### src/rtl/fp16_normalize_if.sv
// rtl/fp16_normalize_if.sv - request/result bundle for the fp16 normalize/round stage
interface fp16_normalize_if;
    logic        start;
    logic        sign_in;
    logic [4:0]  exp_in;
    logic [13:0] man_in;
    logic        busy;
    logic        done;
    logic [15:0] result;
    logic [1:0]  OFUF;

    modport master (
        output start, sign_in, exp_in, man_in,
        input  busy, done, result, OFUF
    );

    modport slave (
        input  start, sign_in, exp_in, man_in,
        output busy, done, result, OFUF
    );
endinterface

### src/rtl/fp16_normalize.sv
// rtl/fp16_normalize.sv - multicycle normalize and round-to-nearest-even for half precision
module fp16_normalize (
    input  logic              clk,
    input  logic              reset,
    fp16_normalize_if.slave   bus
);

    typedef enum logic [2:0] {
        IDLE,
        CHECK,
        SHIFT_R,
        SHIFT_L,
        ROUND,
        DONE
    } state_t;

    state_t      state;
    logic        s;
    logic [5:0]  e;
    logic [13:0] m;

    logic        round_up;
    logic [10:0] frac_sum;
    logic [9:0]  f_rnd;
    logic [5:0]  e_rnd;

    // Rounded fraction and exponent from the current working mantissa; only consumed in ROUND.
    always_comb begin
        round_up = m[1] & (m[0] | m[2]);
        frac_sum = {1'b0, m[11:2]} + {10'b0, round_up};
        f_rnd    = frac_sum[9:0];
        e_rnd    = e;
        if (frac_sum[10]) begin
            f_rnd = 10'b0;
            e_rnd = e + 6'd1;
        end
    end

    // Control FSM with all outputs registered; done is raised on entry to DONE so it lasts one cycle.
    always_ff @(posedge clk) begin
        if (reset) begin
            state      <= IDLE;
            s          <= 1'b0;
            e          <= 6'd0;
            m          <= 14'd0;
            bus.busy   <= 1'b0;
            bus.done   <= 1'b0;
            bus.result <= 16'h0000;
            bus.OFUF   <= 2'b00;
        end else begin
            case (state)
                IDLE: begin
                    if (bus.start) begin
                        s        <= bus.sign_in;
                        e        <= {1'b0, bus.exp_in};
                        m        <= bus.man_in;
                        bus.busy <= 1'b1;
                        state    <= CHECK;
                    end
                end

                CHECK: begin
                    bus.result <= 16'h0000;
                    bus.OFUF   <= 2'b00;
                    if (m == 14'd0) begin
                        bus.result <= {s, 15'b0};
                        bus.busy   <= 1'b0;
                        bus.done   <= 1'b1;
                        state      <= DONE;
                    end else if (e == 6'd31) begin
                        bus.result <= {s, 5'h1F, 10'b0};
                        bus.OFUF   <= 2'b10;
                        bus.busy   <= 1'b0;
                        bus.done   <= 1'b1;
                        state      <= DONE;
                    end else if (e == 6'd0) begin
                        bus.result <= {s, 15'b0};
                        bus.OFUF   <= 2'b01;
                        bus.busy   <= 1'b0;
                        bus.done   <= 1'b1;
                        state      <= DONE;
                    end else if (m[13]) begin
                        state <= SHIFT_R;
                    end else if (!m[12]) begin
                        state <= SHIFT_L;
                    end else begin
                        state <= ROUND;
                    end
                end

                SHIFT_R: begin
                    // Carry out of the adder: drop one bit, folding guard into sticky.
                    m     <= {1'b0, m[13:2], m[1] | m[0]};
                    e     <= e + 6'd1;
                    state <= ROUND;
                end

                SHIFT_L: begin
                    if (e == 6'd1 && !m[12]) begin
                        bus.result <= {s, 15'b0};
                        bus.OFUF   <= 2'b01;
                        bus.busy   <= 1'b0;
                        bus.done   <= 1'b1;
                        state      <= DONE;
                    end else begin
                        // Sticky stays pinned in bit 0; guard moves up into the fraction.
                        m <= {m[12:1], 1'b0, m[0]};
                        e <= e - 6'd1;
                        if (m[11]) begin
                            state <= ROUND;
                        end
                    end
                end

                ROUND: begin
                    if (e_rnd >= 6'd31) begin
                        bus.result <= {s, 5'h1F, 10'b0};
                        bus.OFUF   <= 2'b10;
                    end else begin
                        bus.result <= {s, e_rnd[4:0], f_rnd};
                        bus.OFUF   <= 2'b00;
                    end
                    bus.busy <= 1'b0;
                    bus.done <= 1'b1;
                    state    <= DONE;
                end

                DONE: begin
                    bus.done <= 1'b0;
                    state    <= IDLE;
                end

                default: begin
                    state <= IDLE;
                end
            endcase
        end
    end

endmodule
### src/flat_wrapper.sv
// flat-port wrapper written by rule: the top's interface ports become plain ports
module fp16_normalize_flat 
  (clk, reset, bus_start, bus_sign_in, bus_exp_in, bus_man_in, bus_busy, bus_done, bus_result, bus_OFUF);
  fp16_normalize_if bus_i ();
  input  logic clk;
  input  logic reset;
  input wire logic [$bits(bus_i.start)-1:0] bus_start;
  input wire logic [$bits(bus_i.sign_in)-1:0] bus_sign_in;
  input wire logic [$bits(bus_i.exp_in)-1:0] bus_exp_in;
  input wire logic [$bits(bus_i.man_in)-1:0] bus_man_in;
  output wire logic [$bits(bus_i.busy)-1:0] bus_busy;
  output wire logic [$bits(bus_i.done)-1:0] bus_done;
  output wire logic [$bits(bus_i.result)-1:0] bus_result;
  output wire logic [$bits(bus_i.OFUF)-1:0] bus_OFUF;
  assign bus_i.start = bus_start;
  assign bus_i.sign_in = bus_sign_in;
  assign bus_i.exp_in = bus_exp_in;
  assign bus_i.man_in = bus_man_in;
  assign bus_busy = bus_i.busy;
  assign bus_done = bus_i.done;
  assign bus_result = bus_i.result;
  assign bus_OFUF = bus_i.OFUF;
  fp16_normalize u_core (.clk(clk), .reset(reset), .bus(bus_i));
endmodule
### config.mk
export PLATFORM = sky130hd
export DESIGN_NAME = fp16_normalize_flat
export DESIGN_NICKNAME = d
export VERILOG_FILES = /design/src/rtl/fp16_normalize_if.sv /design/src/rtl/fp16_normalize.sv /design/src/flat_wrapper.sv
export SDC_FILE = /design/constraint.sdc
export NUM_CORES = 1
export LEC_CHECK = 0
export CAP_MARGIN = 20
export CORE_ASPECT_RATIO = 0.75
export CORE_MARGIN = 2
export CORE_UTILIZATION = 35
export CTS_CLUSTER_SIZE = 30
export DETAILED_ROUTE_END_ITERATION = 7
export GPL_ROUTABILITY_DRIVEN = 0
export PLACE_DENSITY = 0.66
export SLEW_MARGIN = 25
export SYNTH_ARGS = -nofsm -noshare
export SYNTH_HDL_FRONTEND = slang
export SYNTH_SLANG_ARGS = --single-unit
export TNS_END_PERCENT = 100
### constraint.sdc
create_clock -name clk -period 3 [get_ports clk]
set_input_delay 0.75 -clock clk [delete_from_list [all_inputs] [get_ports clk]]
set_output_delay 0.75 -clock clk [all_outputs]
set_load 0.01 [all_outputs]
==> results <==
- In the final design database the tool counted 399 nets.
- The classification of the worst setup path is register to register.
- The netlist uses 56 different library cells.
- The number of buffers on the longest clock path is 2.
- After synthesis, the largest family of logic cells by area is simple AND/OR/NAND/NOR gates.
- The total via count after detailed routing is 2542.
- The count of instances resized after the clock tree is built is 0.
- The antenna diode count is 0.
- The number of warning messages in the yosys log is 0.
- In this run the critical register-to-register path is captured at u_core.bus.result[6].
- The clock reaches the later pin of the worst-skew pair after 0.30 ns.
- The adder and majority cell fraction of the synthesized area is 2.37%.
- The critical path goes through and2_1 -> ha_1 -> and2_1 -> and3_1 -> o21ai_2 -> a221oi_1 -> or3_4 -> o21ai_0.
- The remaining number of nets flagged by the antenna check after routing is 0.
- Summed over all layers, the global routing overflow is 0.
- The first global-routing pass estimated 11.6 mm of wire.
- The standard cell with the maximum stage delay on the critical path is a221oi_1.
- The kind of cell with the highest combined delay along the critical path is simple AND/OR/NAND/NOR gates.
- The filler cell count in the final layout is 724.
- The average cell area after synthesis is 7.75 sq um.
- The area growth from synthesis to layout is 23.4%.
- The TritonCTS clock tree is yes.
- The worst path needs 2.53 ns of the cycle, external delays included.
- The horizontal extent of the die is 104 microns.
- Summing the areas of all compound-gate instances in the mapped netlist gives 23.7% of the synthesized area.
- The total negative slack for setup checks is 0 ns.
- The final hold violation count was 0.
- The tree is rooted in a clkbuf_8.
- The logic gate share of total power is 51.9%.
- The reg2reg setup slack is 0.47 ns.
- The number of violations reported at the end of detailed-routing iteration 0 is 177.
- The maximum resistive drop on vdd is 328 uV.
- Setup repair after global routing left no endpoint under its margin.
- The aggregate global-route resource usage is 17.2%.
- The worst setup path is launched from a register.
- The clock-pin slew of the registers on the worst-case setup and hold paths is 0.09 ns.
- The areal power density over the cells is 967 nW/um^2.
- Static timing analysis puts the maximum clock frequency at 0.396 GHz.
- The total of max-cap violations is 0.
- Routed signal wires occupy layers up through met4.
- Counting flops and latches in the post-synthesis netlist gives 44.
- The number of pins with negative max-slew slack in the final report is 0.
- The post-placement worst setup slack is 0.349 ns.
- Along the worst path, the maximum fanout reaches 7.
- The number of setup buffers added after CTS is 0.
- The tree built by TritonCTS fans out to 44 sinks.
- In this run the number of cells on the critical path is 8.
- The H-tree was split into 2 levels.
- The total number of placement rows is 27.
- The combined flip-flop and latch cell area is 881 sq um.
- Entering global routing, the biggest net connects 33 pins.
- For the worst setup path, the data arrival time is 2.72 ns.
- On the worst path, the slowest cell contributes a delay of 0.54 ns.
- Cell internal power was estimated by the tool at 1720 uW.
- The worst relative slew slack is 63.5%.
- The worst min-delay path endpoint is u_core.bus.result[15].
- The number of nets produced by synthesis is 368.
- In the final routed layout, each cell accounts on average for 14.7 microns.
- In this run the vertical extent of the chip is 79.2 microns.
- After floorplanning, the core was sized to cover 7330 sq um.
- The startpoint of the lowest-slack register-to-register path is u_core.m[2].
- The final-report setup violation count is 0.
- For this run, the share of the core covered by cells in the final layout is 44.4%.
- The net switching power is 1430 uW.
- The fraction of the cycle the final worst path needs is 84.2%.
- Before antenna repair, the detailed router went through 4 iterations.
- The worst hold path depth is 2.
- Measured against the total synthesized area, the mux share comes to 5.70%.
- The sum of met2 wire segment lengths after detailed routing is 2.86 mm.
- The share of the Yosys chip area taken by registers is 33.4%.
- Synthesis produced 340 cells.
- After Yosys synthesis, and, or, nand and nor cells account for 24.3% of the synthesized area.
- For the worst setup path, the data required time is 3.19 ns.
- Wire segments on met3 add up to 482 microns in the final route.
- The number of global-route vias before repair was 2314.
- Together, buffers and inverters on the worst path number 0.
- The average vias per placed instance is 5.37.
- The final layout contains routed wiring with a total length of 6.96 mm.
- Summing the areas of all xor and xnor instances in the mapped netlist gives 4.65% of the synthesized area.
- In this run the worst hold path is classified as register to register.
- The clock network accounts for 15.3% of the total power.
- The initial antenna violation count is 0.
- Sequential cells burn 32.7% of the power.
- The worst setup path is captured at a register.
- The area occupied by multi-input gates is 1600 sq um.
- Summed over all cells, the static leakage comes to 0.00115 uW.
- The actual transition at the worst max-transition pin is 0.548 ns.
- The initial standard-cell utilization of the core is 36.0%.
- The most numerous cell on the critical path is and2_1.
- The count of buffers added on input and output ports is 42.
- In this run the cell area of the synthesized design comes to 2640 sq um.
- Counting cells, the worst reg-to-reg path comes to 8.
- The switching share of total power is 45.4%.
- The worst hold path begins at u_core.bus.result[15].
- For this block, wires on met1 add up to 3.58 mm.
- Summed over all nets, the half-perimeter wirelength after detailed placement is 5.15 mm.
- The final clock skew is 0.00675 ns.
- The number of buffers inserted during clock tree synthesis is 5.
- The flow ran to the end, and the final reports show no timing, DRC or antenna violations.
- Pin placement for this block handled 43 I/O pins.
- The cts-stage hold buffer count is 0.
- For this run, design rule violations remaining after detail routing come to 0.
- The die covers 8250 sq um.
- In the final layout, the share of cells above drive strength 1 is 8.60%.
- Setup slack closes at 0.473 ns.
## state kept, by name, indices dropped and copies added, names as in the netlist
name and flops:
u_core.s 1, u_core.bus.OFUF 2, u_core.e 6, u_core.m 14, u_core.state 3, u_core.bus.done 1
u_core.bus.result 16, u_core.bus.busy 1
## through the flow
stage	total power, uW	hold slack, ns	area [sq um]	instances
finish	3150	0.452	3250	473
global placement	2620	0.438	3130	465
global route	3410	0.480	3250	473
floorplan	2200	0.456	2640	340
CTS	3130	0.457	3250	473
detailed placement	2650	0.445	3130	465
## worst max-delay path by stage
stage                start                    to  slack [ns]
2_1_floorplan  u_core.m[2]  u_core.bus.result[0]        0.93
3_3_place_gp     bus_start           u_core.e[5]        0.40
3_5_place_dp     bus_start           u_core.e[5]        0.35
4_1_cts        u_core.m[2]  u_core.bus.result[8]        0.52
5_1_grt        u_core.m[2]  u_core.bus.result[4]        0.28
6_report       u_core.m[2]  u_core.bus.result[6]        0.47
## per-layer routing
metal,vias to the layer above,GRT usage (%)
met1,1157,24.9
met2,95,25.6
met5,-,0
met3,4,4.27
met4,0,4.32
li1,1286,-
## tightest hold or removal path: cells and delay by family, from the launching register on
family / cells / cell delay [ns]
simple gates: 1 / 0.05
flops: 1 / 0.31
compound gates: 1 / 0.05
## Yosys cell counts, drive strengths merged
cell    instances  area, sq um
or3             4         30.0
buf            17         85.1
o311ai          1         8.76
nand2b          2         12.5
and3b           1         8.76
nor4            5         31.3
mux2i          15          150
o21ai          21          109
nor2b           2         12.5
a221oi          3         26.3
o2111a          1         11.3
a22oi           1         7.51
ha              5         62.6
and4            2         20.0
a41oi           1         8.76
a21oi          35          175
xor2            5         43.8
nor3           12         65.1
o31ai           4         35.0
nand2          29          109
or4             3         26.3
dfxtp          44          881
or2             2         12.5
clkbuf         11         42.5
and3            6         38.8
o32a            1         10.0
nand4           1         6.26
nor2           40          150
o221ai          1         8.76
a211o           1         8.76
and2            4         25.0
a31oi           7         43.8
a211oi         14          105
a221o           1         10.0
xnor2           9         78.8
o22ai           1         6.26
nand3          13         77.6
o211ai          3         27.5
inv             7         26.3
a31o            1         8.76
nor3b           2         15.0
a21o            2         15.0
## cells in the final DEF, fill, tap and decap left out, drive strengths merged, types with 7 or more instances in the layout
| master | synthesis | final |
|---|---|---|
| o21ai | 21 | 21 |
| a31oi | 7 | 7 |
| nor3 | 12 | 12 |
| dfxtp | 44 | 44 |
| a211oi | 14 | 14 |
| buf | 17 | 10 |
| inv | 7 | 7 |
| nor2 | 40 | 40 |
| nand2 | 29 | 29 |
| mux2i | 15 | 15 |
| xnor2 | 9 | 9 |
| clkdlybuf4s50 | 0 | 42 |
| a21oi | 35 | 35 |
| nand3 | 13 | 13 |
## final cells by class
cell class              count  share of cell area [%]
repair buffers             52                    15.2
clock inverters             2                    1.19
flip-flops and latches     44                    27.1
inverters                   7                   0.807
well taps                 101                    3.88
multi-input cells         261                    49.3
clock buffers               6                    2.54
## power by group through the flow
stage               combinational, uW  clock, uW  sequential [uW]
floorplan                        1290          0              905
global placement                 1590          0             1030
detailed placement               1620          0             1030
CTS                              1630        489             1020
global route                     1840        514             1060
finish                           1630        483             1030
## cells by family after synthesis
| kind of cell | Yosys count |
|---|---|
| adder cells (fa/ha/maj) | 5 |
| AND/OR/NAND/NOR | 128 |
| buffers and inverters | 35 |
| AO/OA/AOI/OAI | 99 |
| multiplexers | 15 |
| XOR/XNOR | 14 |
| flip-flops | 44 |
Note: power is estimated with default switching activity, not from simulation.
